==> src/rtl/ovi_issue_queue_pkg.sv <==
// Shared types and defaults for the OVI issue queue: entry layout and the
// bridge-facing issue/completion bus structures.
package ovi_issue_queue_pkg;

    localparam int OVI_IQ_DEPTH           = 4;
    localparam int OVI_IQ_MAX_OUTSTANDING = 4;
    localparam int OVI_VL_WIDTH           = 15;
    localparam int OVI_SEW_WIDTH          = 3;

    typedef struct packed {
        logic [31:0]              instr;
        logic [OVI_VL_WIDTH-1:0]  vl;
        logic [OVI_SEW_WIDTH-1:0] sew;
    } iq_entry_t;

    typedef struct packed {
        logic                     valid;
        logic [31:0]              instr;
        logic [OVI_VL_WIDTH-1:0]  vl;
        logic [OVI_SEW_WIDTH-1:0] sew;
    } core_issue_bus_t;

    typedef struct packed {
        logic        valid;
        logic [63:0] data;
    } core_completed_bus_t;

endpackage

==> src/rtl/ovi_issue_queue_if.sv <==
// Decode push port plus bridge issue/completion handshake of the issue queue.
interface ovi_issue_queue_if import ovi_issue_queue_pkg::*; ();

    logic                     dec_valid;
    logic                     dec_ready;
    logic [31:0]              dec_instr;
    logic [OVI_VL_WIDTH-1:0]  dec_vl;
    logic [OVI_SEW_WIDTH-1:0] dec_sew;
    core_issue_bus_t          core_issue;
    logic                     core_halt;
    core_completed_bus_t      core_completed;

    modport master (
        output dec_valid, dec_instr, dec_vl, dec_sew, core_halt, core_completed,
        input  dec_ready, core_issue
    );

    modport slave (
        input  dec_valid, dec_instr, dec_vl, dec_sew, core_halt, core_completed,
        output dec_ready, core_issue
    );

endinterface

==> src/rtl/ovi_sync_fifo.sv <==
// Generic synchronous FIFO with flush; DEPTH must be a power of two so the
// pointers wrap naturally.
module ovi_sync_fifo #(
    parameter  int WIDTH = 8,
    parameter  int DEPTH = 4,
    localparam int PTR_W = $clog2(DEPTH),
    localparam int CNT_W = $clog2(DEPTH + 1)
) (
    input  logic             i_clk,
    input  logic             i_rst_n,
    input  logic             i_push,
    input  logic             i_pop,
    input  logic             i_flush,
    input  logic [WIDTH-1:0] i_din,
    output logic [WIDTH-1:0] o_dout,
    output logic [CNT_W-1:0] o_count,
    output logic             o_full,
    output logic             o_empty
);

    localparam logic [CNT_W-1:0] DEPTH_C = CNT_W'(DEPTH);

    logic [WIDTH-1:0] r_mem [DEPTH];
    logic [PTR_W-1:0] r_wptr;
    logic [PTR_W-1:0] r_rptr;
    logic [CNT_W-1:0] r_count;
    logic             w_do_push;
    logic             w_do_pop;

    assign o_full    = (r_count == DEPTH_C);
    assign o_empty   = (r_count == '0);
    assign o_count   = r_count;
    assign o_dout    = r_mem[r_rptr];
    assign w_do_push = i_push && !o_full && !i_flush;
    assign w_do_pop  = i_pop && !o_empty && !i_flush;

    // Entry storage; contents are don't-care until written.
    always_ff @(posedge i_clk) begin
        if (w_do_push) begin
            r_mem[r_wptr] <= i_din;
        end
    end

    // Pointers and count; flush collapses the read pointer onto the write pointer.
    always_ff @(posedge i_clk) begin
        if (!i_rst_n) begin
            r_wptr  <= '0;
            r_rptr  <= '0;
            r_count <= '0;
        end else if (i_flush) begin
            r_rptr  <= r_wptr;
            r_count <= '0;
        end else begin
            if (w_do_push) begin
                r_wptr <= r_wptr + PTR_W'(1);
            end
            if (w_do_pop) begin
                r_rptr <= r_rptr + PTR_W'(1);
            end
            case ({w_do_push, w_do_pop})
                2'b10:   r_count <= r_count + CNT_W'(1);
                2'b01:   r_count <= r_count - CNT_W'(1);
                default: r_count <= r_count;
            endcase
        end
    end

endmodule

==> src/rtl/ovi_issue_queue.sv <==
// In-order issue queue in front of the OVI bridge: buffers decoded vector
// instructions, gates issue on outstanding credit, registers completions.
module ovi_issue_queue import ovi_issue_queue_pkg::*; #(
    parameter  int DEPTH           = OVI_IQ_DEPTH,
    parameter  int MAX_OUTSTANDING = OVI_IQ_MAX_OUTSTANDING,
    parameter  int VL_WIDTH        = OVI_VL_WIDTH,
    parameter  int SEW_WIDTH       = OVI_SEW_WIDTH,
    localparam int CNT_W           = $clog2(DEPTH + 1),
    localparam int OUT_W           = $clog2(MAX_OUTSTANDING + 1)
) (
    input  logic               i_clk,
    input  logic               i_rst_n,
    ovi_issue_queue_if.slave   io_bus,
    input  logic               i_flush,
    output logic               o_wb_valid,
    output logic [63:0]        o_wb_data,
    output logic [CNT_W-1:0]   o_occupancy,
    output logic               o_vpu_idle,
    output logic               o_err_underflow
);

    localparam logic [OUT_W-1:0] MAX_OUT_C = OUT_W'(MAX_OUTSTANDING);

    iq_entry_t        w_din;
    iq_entry_t        w_head;
    core_issue_bus_t  w_issue;
    logic [CNT_W-1:0] w_count;
    logic             w_full;
    logic             w_empty;
    logic             w_push;
    logic             w_pop;
    logic             w_issue_valid;
    logic             w_comp_valid;
    logic [OUT_W-1:0] r_outstanding;
    logic             r_wb_valid;
    logic [63:0]      r_wb_data;
    logic             r_err_underflow;

    assign io_bus.dec_ready = !i_flush && !w_full;
    assign w_push           = io_bus.dec_valid && io_bus.dec_ready;
    assign w_issue_valid    = !w_empty && (r_outstanding < MAX_OUT_C) && !i_flush;
    assign w_pop            = w_issue_valid && !io_bus.core_halt;
    assign w_comp_valid     = io_bus.core_completed.valid;

    // Pack the decode fields into a queue entry.
    always_comb begin
        w_din       = '0;
        w_din.instr = io_bus.dec_instr;
        w_din.vl    = io_bus.dec_vl[VL_WIDTH-1:0];
        w_din.sew   = io_bus.dec_sew[SEW_WIDTH-1:0];
    end

    ovi_sync_fifo #(
        .WIDTH ($bits(iq_entry_t)),
        .DEPTH (DEPTH)
    ) u_fifo (
        .i_clk   (i_clk),
        .i_rst_n (i_rst_n),
        .i_push  (w_push),
        .i_pop   (w_pop),
        .i_flush (i_flush),
        .i_din   (w_din),
        .o_dout  (w_head),
        .o_count (w_count),
        .o_full  (w_full),
        .o_empty (w_empty)
    );

    // Present the head to the bridge; stale storage is hidden when empty.
    always_comb begin
        w_issue       = '0;
        w_issue.valid = w_issue_valid;
        if (!w_empty) begin
            w_issue.instr = w_head.instr;
            w_issue.vl    = w_head.vl;
            w_issue.sew   = w_head.sew;
        end else begin
            w_issue.instr = 32'd0;
            w_issue.vl    = '0;
            w_issue.sew   = '0;
        end
    end

    assign io_bus.core_issue = w_issue;

    // Instructions in the VPU; a completion with nothing outstanding saturates at zero.
    always_ff @(posedge i_clk) begin
        if (!i_rst_n) begin
            r_outstanding <= '0;
        end else begin
            case ({w_pop, w_comp_valid})
                2'b10: r_outstanding <= r_outstanding + OUT_W'(1);
                2'b01: begin
                    if (r_outstanding != '0) begin
                        r_outstanding <= r_outstanding - OUT_W'(1);
                    end else begin
                        r_outstanding <= r_outstanding;
                    end
                end
                default: r_outstanding <= r_outstanding;
            endcase
        end
    end

    // Sticky underflow flag, cleared only by reset.
    always_ff @(posedge i_clk) begin
        if (!i_rst_n) begin
            r_err_underflow <= 1'b0;
        end else if (w_comp_valid && (r_outstanding == '0)) begin
            r_err_underflow <= 1'b1;
        end else begin
            r_err_underflow <= r_err_underflow;
        end
    end

    // Writeback stage; data holds its last value between strobes.
    always_ff @(posedge i_clk) begin
        if (!i_rst_n) begin
            r_wb_valid <= 1'b0;
            r_wb_data  <= 64'd0;
        end else begin
            r_wb_valid <= w_comp_valid;
            if (w_comp_valid) begin
                r_wb_data <= io_bus.core_completed.data;
            end else begin
                r_wb_data <= r_wb_data;
            end
        end
    end

    assign o_wb_valid      = r_wb_valid;
    assign o_wb_data       = r_wb_data;
    assign o_err_underflow = r_err_underflow;
    assign o_occupancy     = w_count;
    assign o_vpu_idle      = (w_count == '0) && (r_outstanding == '0);

endmodule
==> src/flat_wrapper.sv <==
// flat-port wrapper written by rule: the top's interface ports become plain ports
module ovi_issue_queue_flat import ovi_issue_queue_pkg::*;
#(
    parameter  int DEPTH           = OVI_IQ_DEPTH,
    parameter  int MAX_OUTSTANDING = OVI_IQ_MAX_OUTSTANDING,
    parameter  int VL_WIDTH        = OVI_VL_WIDTH,
    parameter  int SEW_WIDTH       = OVI_SEW_WIDTH,
    localparam int CNT_W           = $clog2(DEPTH + 1),
    localparam int OUT_W           = $clog2(MAX_OUTSTANDING + 1)
)
  (i_clk, i_rst_n, i_flush, o_wb_valid, o_wb_data, o_occupancy, o_vpu_idle, o_err_underflow, io_bus_dec_valid, io_bus_dec_instr, io_bus_dec_vl, io_bus_dec_sew, io_bus_core_halt, io_bus_core_completed, io_bus_dec_ready, io_bus_core_issue);
  ovi_issue_queue_if io_bus_i ();
  input  logic i_clk;
  input  logic i_rst_n;
  input  logic i_flush;
  output logic o_wb_valid;
  output logic [63:0] o_wb_data;
  output logic [CNT_W-1:0] o_occupancy;
  output logic o_vpu_idle;
  output logic o_err_underflow;
  input wire logic [$bits(io_bus_i.dec_valid)-1:0] io_bus_dec_valid;
  input wire logic [$bits(io_bus_i.dec_instr)-1:0] io_bus_dec_instr;
  input wire logic [$bits(io_bus_i.dec_vl)-1:0] io_bus_dec_vl;
  input wire logic [$bits(io_bus_i.dec_sew)-1:0] io_bus_dec_sew;
  input wire logic [$bits(io_bus_i.core_halt)-1:0] io_bus_core_halt;
  input wire logic [$bits(io_bus_i.core_completed)-1:0] io_bus_core_completed;
  output wire logic [$bits(io_bus_i.dec_ready)-1:0] io_bus_dec_ready;
  output wire logic [$bits(io_bus_i.core_issue)-1:0] io_bus_core_issue;
  assign io_bus_i.dec_valid = io_bus_dec_valid;
  assign io_bus_i.dec_instr = io_bus_dec_instr;
  assign io_bus_i.dec_vl = io_bus_dec_vl;
  assign io_bus_i.dec_sew = io_bus_dec_sew;
  assign io_bus_i.core_halt = io_bus_core_halt;
  assign io_bus_i.core_completed = io_bus_core_completed;
  assign io_bus_dec_ready = io_bus_i.dec_ready;
  assign io_bus_core_issue = io_bus_i.core_issue;
  ovi_issue_queue #(.DEPTH(DEPTH), .MAX_OUTSTANDING(MAX_OUTSTANDING), .VL_WIDTH(VL_WIDTH), .SEW_WIDTH(SEW_WIDTH)) u_core (.i_clk(i_clk), .i_rst_n(i_rst_n), .io_bus(io_bus_i), .i_flush(i_flush), .o_wb_valid(o_wb_valid), .o_wb_data(o_wb_data), .o_occupancy(o_occupancy), .o_vpu_idle(o_vpu_idle), .o_err_underflow(o_err_underflow));
endmodule
==> config.mk <==
export PLATFORM = sky130hd
export DESIGN_NAME = ovi_issue_queue_flat
export DESIGN_NICKNAME = d
export VERILOG_FILES = /design/src/rtl/ovi_issue_queue_pkg.sv /design/src/rtl/ovi_issue_queue_if.sv /design/src/rtl/ovi_sync_fifo.sv /design/src/rtl/ovi_issue_queue.sv /design/src/flat_wrapper.sv
export SDC_FILE = /design/constraint.sdc
export NUM_CORES = 1
export LEC_CHECK = 0
export ABC_CLOCK_PERIOD_IN_PS = 5000
export CORE_MARGIN = 10
export CORE_UTILIZATION = 50
export CTS_CLUSTER_DIAMETER = 150
export DETAILED_ROUTE_END_ITERATION = 12
export PLACE_DENSITY_LB_ADDON = 0.2
export SLEW_MARGIN = 25
export SYNTH_ARGS = -nofsm -noshare
export SYNTH_HDL_FRONTEND = slang
export SYNTH_SLANG_ARGS = --single-unit
==> constraint.sdc <==
create_clock -name i_clk -period 5 [get_ports i_clk]
set_input_delay 0.5 -clock i_clk [delete_from_list [all_inputs] [get_ports i_clk]]
set_output_delay 0.5 -clock i_clk [all_outputs]
set_load 0.01 [all_outputs]
==> metrics.md, run 1 <==
| Metric | Value |
|---|---|
| Outcome | complete, no violations |
| Final #Nets | 984 |
| Global Route Usage Sum | 17.77% |
| Worst path max stage delay | 0.85 ns |
| Root Buffer | clkbuf_16 |
| CP delay by family, top | buffers and inverters |
| Worst slew margin | 37.38% |
| Setup TNS | 0 ns |
| Via count | 5,989 |
| Total clock sinks | 278 |
| Worst R2R Path Depth | 7 |
| Final Core Density | 67.75% |
| Synthesized Nets | 743 |
| Clock Skew | 0.008045 ns |
| Logic gate share of total power | 10.6% |
| First-pass GRT wire length | 37,750 um |
| Initial Util | 50.61% |
| Cell Area, Synth | 0.01057 mm^2 |
| CTS buffer count | 28 |
| Post-synth EDFFs | 200 |
| Sequential share of the synthesized area | 71.58% |
| Final Hold Viols | 0 |
| Reg2Reg Setup Slack | 2.05 ns |
| Max VDD drop | 0.2988 mV |
| Antenna violations before repair | 1 |
| Die Footprint | 0.02736 mm^2 |
| Clk network pwr share | 39.1% |
| Clock insertion delay at the later pin of the skew report | 0.52 ns |
| Chip Width | 165.4 um |
| CP max-delay cell | dfxtp_2 |
| Syn Inst Count | 616 |
| Int Power | 0.004067 W |
| Worst Path Buf+Inv | 2 |
| Critical Path Sink | io_bus_core_issue[16] |
| Final non-filler cell total | 1,154 |
| Switching power | 0.001108 W |
| Average footprint of a synthesized cell | 17.16 um^2 |
| WP depth | 4 |
| Top FF cell, synth | edfxtp_1 |
| Worst min path class | flop to flop |
| Post-CTS sizing | 0 |
| Crit. End Element | output pin |
| FP Rows | 53 |
| Critical Path AT | 2.88 ns |
| Worst Max-Slew Pin Slew | 0.9393 ns |
| DIE HEIGHT | 165.4 um |
| H-tree levels | 1 |
| Number of placed I/O pins | 242 |
| Critical path class | flop to output pin |
| PortBufs | 241 |
| Terminus of the critical flop-to-flop path | u_core.r_outstanding[1] |
| Max-cap violations | 0 |
| Final period utilization | 67.58% |
| Vias in the first global route | 6,727 |
| CTS tree | done |
| Unique masters post-synth | 33 |
| WL/cell | 21.15 um |
| Pins Over Slew Limit | 0 |
| Postcts setup bufs | 0 |
| DP Wirelength | 16,500 um |
| Power share of the sequential group | 50.3% |
| 1st-iter DRT viols | 359 |
| Fmax | 295.9 MHz |
| Worst setup SP type | flop |
| Final Setup Violations | 0 |
| Share of layout cells above drive strength 1 | 12.87% |
| Vias/cell | 5.190 |
| RePlAce Congestion | 0.7564 |
| Seq cells post-synth | 278 |
| Clock-pin slew on the worst setup and hold paths | 0.06 ns |
| Deepest clock path buffer count | 3 |
| Pwr dens | 365.7 mW/mm^2 |
| Dpl cells | 1,102 |
| Total global routing overflow | 0 |
| Crit path max fanout | 28 |
| Routed WL | 24,410 um |
| RSZ-0062 raised after global routing | no |
| DRT Pass-1 Iters | 5 |
| Post-route DRC | 0 |
| Yosys warning count | 0 |
| CP required | 4.50 ns |
| Largest net degree at the start of global routing | 74 |
| Async SR Flop Fraction | 0% |
| Routed Antenna Nets | 0 |
| Min Tclk post-route | 3.379 ns |
| Leakage | 4.954 nW |
| CTS Hold Bufs | 0 |
| Core area | 0.02089 mm^2 |
| Area grow syn2layout | 33.87% |
| Crit-path cells | buf_4, mux4_2, and2_1, clkdlybuf4s50_1 |
| Sw Ratio | 21.41% |
| Reg2reg start | u_core.u_fifo.o_count[0] |
power groups by stage:
stage          clock (W)  combinational (W)  sequential [W]
6_report         0.00202           0.000550         0.00260
5_1_grt          0.00217           0.000600         0.00261
4_1_cts          0.00207           0.000559         0.00260
3_5_place_dp           0           0.000554         0.00265
3_3_place_gp           0           0.000525         0.00266
2_1_floorplan          0           0.000262         0.00265
metrics by stage:
stage	setup slack [ns]	hold slack, ns	total power (W)	area, um^2
after detailed placement	1.705	0.4609	0.003206	13240
final	1.621	0.4654	0.005175	14150
after CTS	1.567	0.4764	0.005235	14140
after global placement	1.814	0.4526	0.003181	13210
after floorplan	2.296	0.4517	0.002911	10570
after global routing	1.477	0.5109	0.005380	14150
cells in the mapped netlist (2+ instances only):
cell type / n / area share, %
o21ai_0: 3 / 0.14
and2_1: 56 / 3.3
inv_1: 11 / 0.39
or3_1: 2 / 0.12
xor2_1: 2 / 0.17
a21oi_1: 6 / 0.28
edfxtp_1: 200 / 57
mux4_2: 50 / 11
nand2_1: 4 / 0.14
nor3_1: 3 / 0.14
dfxtp_1: 78 / 15
nand2b_1: 3 / 0.18
xnor2_1: 2 / 0.17
mux2i_1: 68 / 6.4
buf_6: 2 / 0.21
buf_2: 9 / 0.43
nand3_1: 2 / 0.095
clkbuf_1: 17 / 0.60
fa_1: 2 / 0.38
buf_1: 8 / 0.28
ha_1: 5 / 0.59
nor2_1: 72 / 2.6
cell type report:
class	count	area (um^2)
flip-flops and latches	278	7572
fillers	1422	6736
multi-input cells	290	2805
diodes	1	2.502
clock inverters	20	167.7
inverters	11	41.29
well taps	275	344.1
clock buffers	31	733.2
repair buffers	248	2486
worst min-delay path by stage:
stage / depth (start not counted) / start / endpoint / slack, ns
2_1_floorplan: 2 / u_core.r_outstanding[0] / u_core.r_outstanding[0] / 0.45
3_3_place_gp: 2 / u_core.o_err_underflow / u_core.o_err_underflow / 0.45
3_5_place_dp: 2 / u_core.o_err_underflow / u_core.o_err_underflow / 0.46
4_1_cts: 2 / u_core.o_err_underflow / u_core.o_err_underflow / 0.48
5_1_grt: 2 / u_core.o_err_underflow / u_core.o_err_underflow / 0.51
6_report: 2 / u_core.o_err_underflow / u_core.o_err_underflow / 0.47
registers in the layout (all words and copies together), names as in the netlist, named ones only:
| register | flops |
|---|---|
| u_core.o_err_underflow | 1 |
| u_core.u_fifo.o_count | 3 |
| u_core.o_wb_data | 64 |
| u_core.u_fifo.r_rptr | 2 |
| u_core.u_fifo.r_wptr | 2 |
| u_core.r_outstanding | 3 |
| u_core.u_fifo.r_mem | 200 |
| u_core.o_wb_valid | 1 |
cells in the final DEF, fill, tap and decap left out, types with 2 or more instances in the layout:
master           count
ha_1                 5
clkbuf_1             2
nand3_1              2
clkbuf_16           29
a21oi_1              6
clkinv_1             8
and2_1              52
fa_1                 2
o21ai_0              3
inv_1               10
xnor2_1              2
xor2_1               2
edfxtp_1           200
nand2_1              4
mux4_2              50
nor3_1               3
mux2i_1             68
clkinv_2             7
bufinv_16            3
nand2b_1             3
clkdlybuf4s50_1    240
and2_4               5
nor2_1              72
dfxtp_1             76
buf_4                6
worst register-to-register path, cell delays in order, from the launching register on:
cell      delay, ns
dfxtp_1        0.36
or3_2          0.92
and2_4         0.36
nand2b_1       0.18
fa_1           0.54
nand3_1        0.08
o21ai_0        0.09
o311ai_0       0.30
routing by layer:
metal | track usage [%] | wire length, um
met1 | 21.06 | 9499
met4 | 4.030 | 295
met5 | 0 | 0
met2 | 29.21 | 11830
met3 | 8.106 | 2785
logic make-up after synthesis:
logic type | synth area share, %
compound gates | 1.041
xor+xnor | 0.3315
fa+ha+maj | 0.9705
simple gates | 6.995
mux | 17.09
flops | 71.58
buf+inv | 1.988
Power figures use the tool's default switching activity.
==> inputs of run 2 (changes only) <==
--- a/config.mk
+++ b/config.mk
@@ -5,7 +5,7 @@
 export SDC_FILE = /design/constraint.sdc
 export NUM_CORES = 1
 export LEC_CHECK = 0
-export ABC_CLOCK_PERIOD_IN_PS = 5000
+export ABC_CLOCK_PERIOD_IN_PS = 3400
 export CORE_MARGIN = 10
 export CORE_UTILIZATION = 50
 export CTS_CLUSTER_DIAMETER = 150
==> constraint.sdc (replaced) <==
create_clock -name i_clk -period 3.4 [get_ports i_clk]
set_input_delay 0.34 -clock i_clk [delete_from_list [all_inputs] [get_ports i_clk]]
set_output_delay 0.34 -clock i_clk [all_outputs]
set_load 0.01 [all_outputs]
==> metrics.md, run 2 (synthesized netlist as in run 1, its figures left out) <==
| Metric | Value |
|---|---|
| Final period utilization | 84.80% |
| Area grow syn2layout | 34.82% |
| Most frequent cells in the layout | clkdlybuf4s50_1 (240), edfxtp_1 (200), dfxtp_1 (76) |
| Clock insertion delay at the later pin of the skew report | 0.53 ns (about the same) |
| Antenna violations before repair | 0 (-1) |
| Setup TNS | 0 ns (unchanged) |
| Critical Path AT | 2.54 ns (-0.34 ns) |
| Pwr dens | 541.2 mW/mm^2 (+48%) |
| Place WS | 0.5342 ns (-1.171 ns) |
| Critical path class | flop to output pin |
| Critical Path Sink | io_bus_core_issue[2] |
| Biggest register | u_core.u_fifo.r_mem |
| FP Rows | 53 (unchanged) |
| CTS tree | done |
| DP Wirelength | 16,750 um (+1.5%) |
| 1st-iter DRT viols | 265 (-26%) |
| Worst Max-Slew Pin Slew | 0.6823 ns (-0.2570 ns) |
| Worst R2R Path Depth | 7 (unchanged) |
| Max FFs per register | 200 (unchanged) |
| Terminus of the critical flop-to-flop path | u_core.r_outstanding[1] |
| Min Tclk post-route | 2.883 ns |
| Post-route DRC | 0 (unchanged) |
| Initial Util | 50.61% (unchanged) |
| Share of layout cells above drive strength 1 | 13.38% (+0.51 points) |
| Total clock sinks | 278 (unchanged) |
| CP required | 3.06 ns (-1.44 ns) |
| DIE HEIGHT | 165.4 um (unchanged) |
| Deepest clock path buffer count | 3 (unchanged) |
| Core area | 0.02089 mm^2 (unchanged) |
| First-pass GRT wire length | 38,770 um (+2.7%) |
| Leakage | 4.993 nW (+0.79%) |
| Commonest non-fill, non-tap cell in the layout | clkdlybuf4s50_1 |
| Pins Over Slew Limit | 0 (unchanged) |
| Fmax | 346.8 MHz |
| Reg2reg start | u_core.u_fifo.o_count[0] |
| RSZ-0062 raised after global routing | no |
| Root Buffer | clkbuf_16 |
| Worst path max stage delay | 0.54 ns (-0.31 ns) |
| Total global routing overflow | 0 (unchanged) |
| Post-CTS sizing | 0 (unchanged) |
| Clock Skew | 0.01393 ns (+0.005890 ns) |
| Die Footprint | 0.02736 mm^2 (unchanged) |
| PortBufs | 241 (unchanged) |
| Crit path max fanout | 14 (-50%) |
| DRT Pass-1 Iters | 4 (-1) |
| Final #Nets | 987 (+0.30%) |
| Max VDD drop | 0.4325 mV (+45%) |
| Final Worst Setup Slack | 0.5167 ns (-1.104 ns) |
| Postcts setup bufs | 0 (unchanged) |
| H-tree levels | 1 (unchanged) |
| Final Setup Violations | 0 (unchanged) |
| WL/cell | 21.53 um (+1.8%) |
| Vias/cell | 5.220 (+0.57%) |
| Number of placed I/O pins | 242 (unchanged) |
| Routed Antenna Nets | 0 (unchanged) |
| Vias in the first global route | 6,771 (+0.65%) |
| Worst setup SP type | flop |
| Clock-pin slew on the worst setup and hold paths | 0.06 ns (about the same) |
| Chip Width | 165.4 um (unchanged) |
| CTS Hold Bufs | 0 (unchanged) |
| Crit-path cells | buf_4, mux4_2, and2_1, clkdlybuf4s50_1 |
| Max-cap violations | 0 (unchanged) |
| Outcome | complete, no violations |
| Crit. End Element | output pin |
| CP max-delay cell | mux4_2 |
| Total power | 0.007714 W (+49%) |
| RePlAce Congestion | 0.7640 (+1.0%) |
| Routed WL | 24,910 um (+2.1%) |
| Via count | 6,039 (+0.83%) |
| Worst min path class | input port to flop |
| Global Route Usage Sum | 18.18% (+0.42 points) |
| Worst slew margin | 54.51% (+17 points) |
| Final Hold Viols | 0 (unchanged) |
| Reg2Reg Setup Slack | 0.96 ns (-1.09 ns) |
| Largest net degree at the start of global routing | 70 (-5.4%) |
| CTS buffer count | 29 (+3.6%) |
| # diodes | 0 (-1) |
| Filler cells | 1,397 (-1.8%) |
| Min-delay src | io_bus_core_completed[64] |
==> run 2: cell count changes in the layout (fill, tap and decap cells not counted), sizes merged <==
cell | before | now
clkbuf | 31 | 43
clkinv | 15 | 7
buf | 8 | 10
bufinv | 3 | 2
clkinvlp | 2 | 1
diode | 1 | 0
==> run 2: stage by stage <==
stage / cells / hold slack (ns) / cell area (um^2) / utilization [%]
floorplan: 616 / 0.4389 / 10570 / -
finish: 1157 / 0.3954 / 14250 / 68.23
detailed placement: 1104 / 0.4705 / 13310 / 63.73
global placement: 1104 / 0.4543 / 13310 / 63.72
CTS: 1157 / 0.3752 / 14250 / 68.23
global route: 1157 / 0.4084 / 14250 / 68.23
==> run 2: worst min-delay path by stage <==
stage                           endpoint  slack [ns]  cells after the start
2_1_floorplan  u_core.u_fifo.r_mem[0][0]        0.44                      0
3_3_place_gp      u_core.o_err_underflow        0.45                      2
3_5_place_dp      u_core.o_err_underflow        0.47                      2
4_1_cts             u_core.o_wb_data[14]        0.38                      3
5_1_grt             u_core.o_wb_data[62]        0.41                      3
6_report            u_core.o_wb_data[14]        0.40                      3
==> run 2: cell type report <==
cell class / count / area (um^2) / share of cell area (%)
well taps: 275 / 344.1 / 2.414
repair buffers: 250 / 2552 / 17.91
multi-input cells: 290 / 2800 / 19.65
inverters: 11 / 43.79 / 0.3073
clock buffers: 43 / 838.3 / 5.882
flip-flops and latches: 278 / 7572 / 53.13
clock inverters: 10 / 101.3 / 0.7111
==> run 2: power breakdown <==
group / internal, W / switching, W / leakage (nW) / total (W)
Sequential: 0.00375 / 0.0000666 / 2.46 / 0.00382
Clock: 0.00185 / 0.00122 / 0.463 / 0.00307
Combinational: 0.000464 / 0.000361 / 2.07 / 0.000825
==> run 2: layer usage <==
layer | vias up | global-route usage [%] | routed length (um)
met2 | 232 | 30.51 | 12260
met1 | 2997 | 21.28 | 9550
met5 | - | 0 | 0
li1 | 2786 | - | -
met4 | 0 | 4.110 | 360
met3 | 24 | 7.858 | 2744
==> run 2: critical path, delay by kind of cell (launching register included) <==
kind                   cells  cell delay (ns)
flip-flops                 1             0.47
AND/OR/NAND/NOR            1             0.18
buffers and inverters      2             0.83
multiplexers               1             0.54
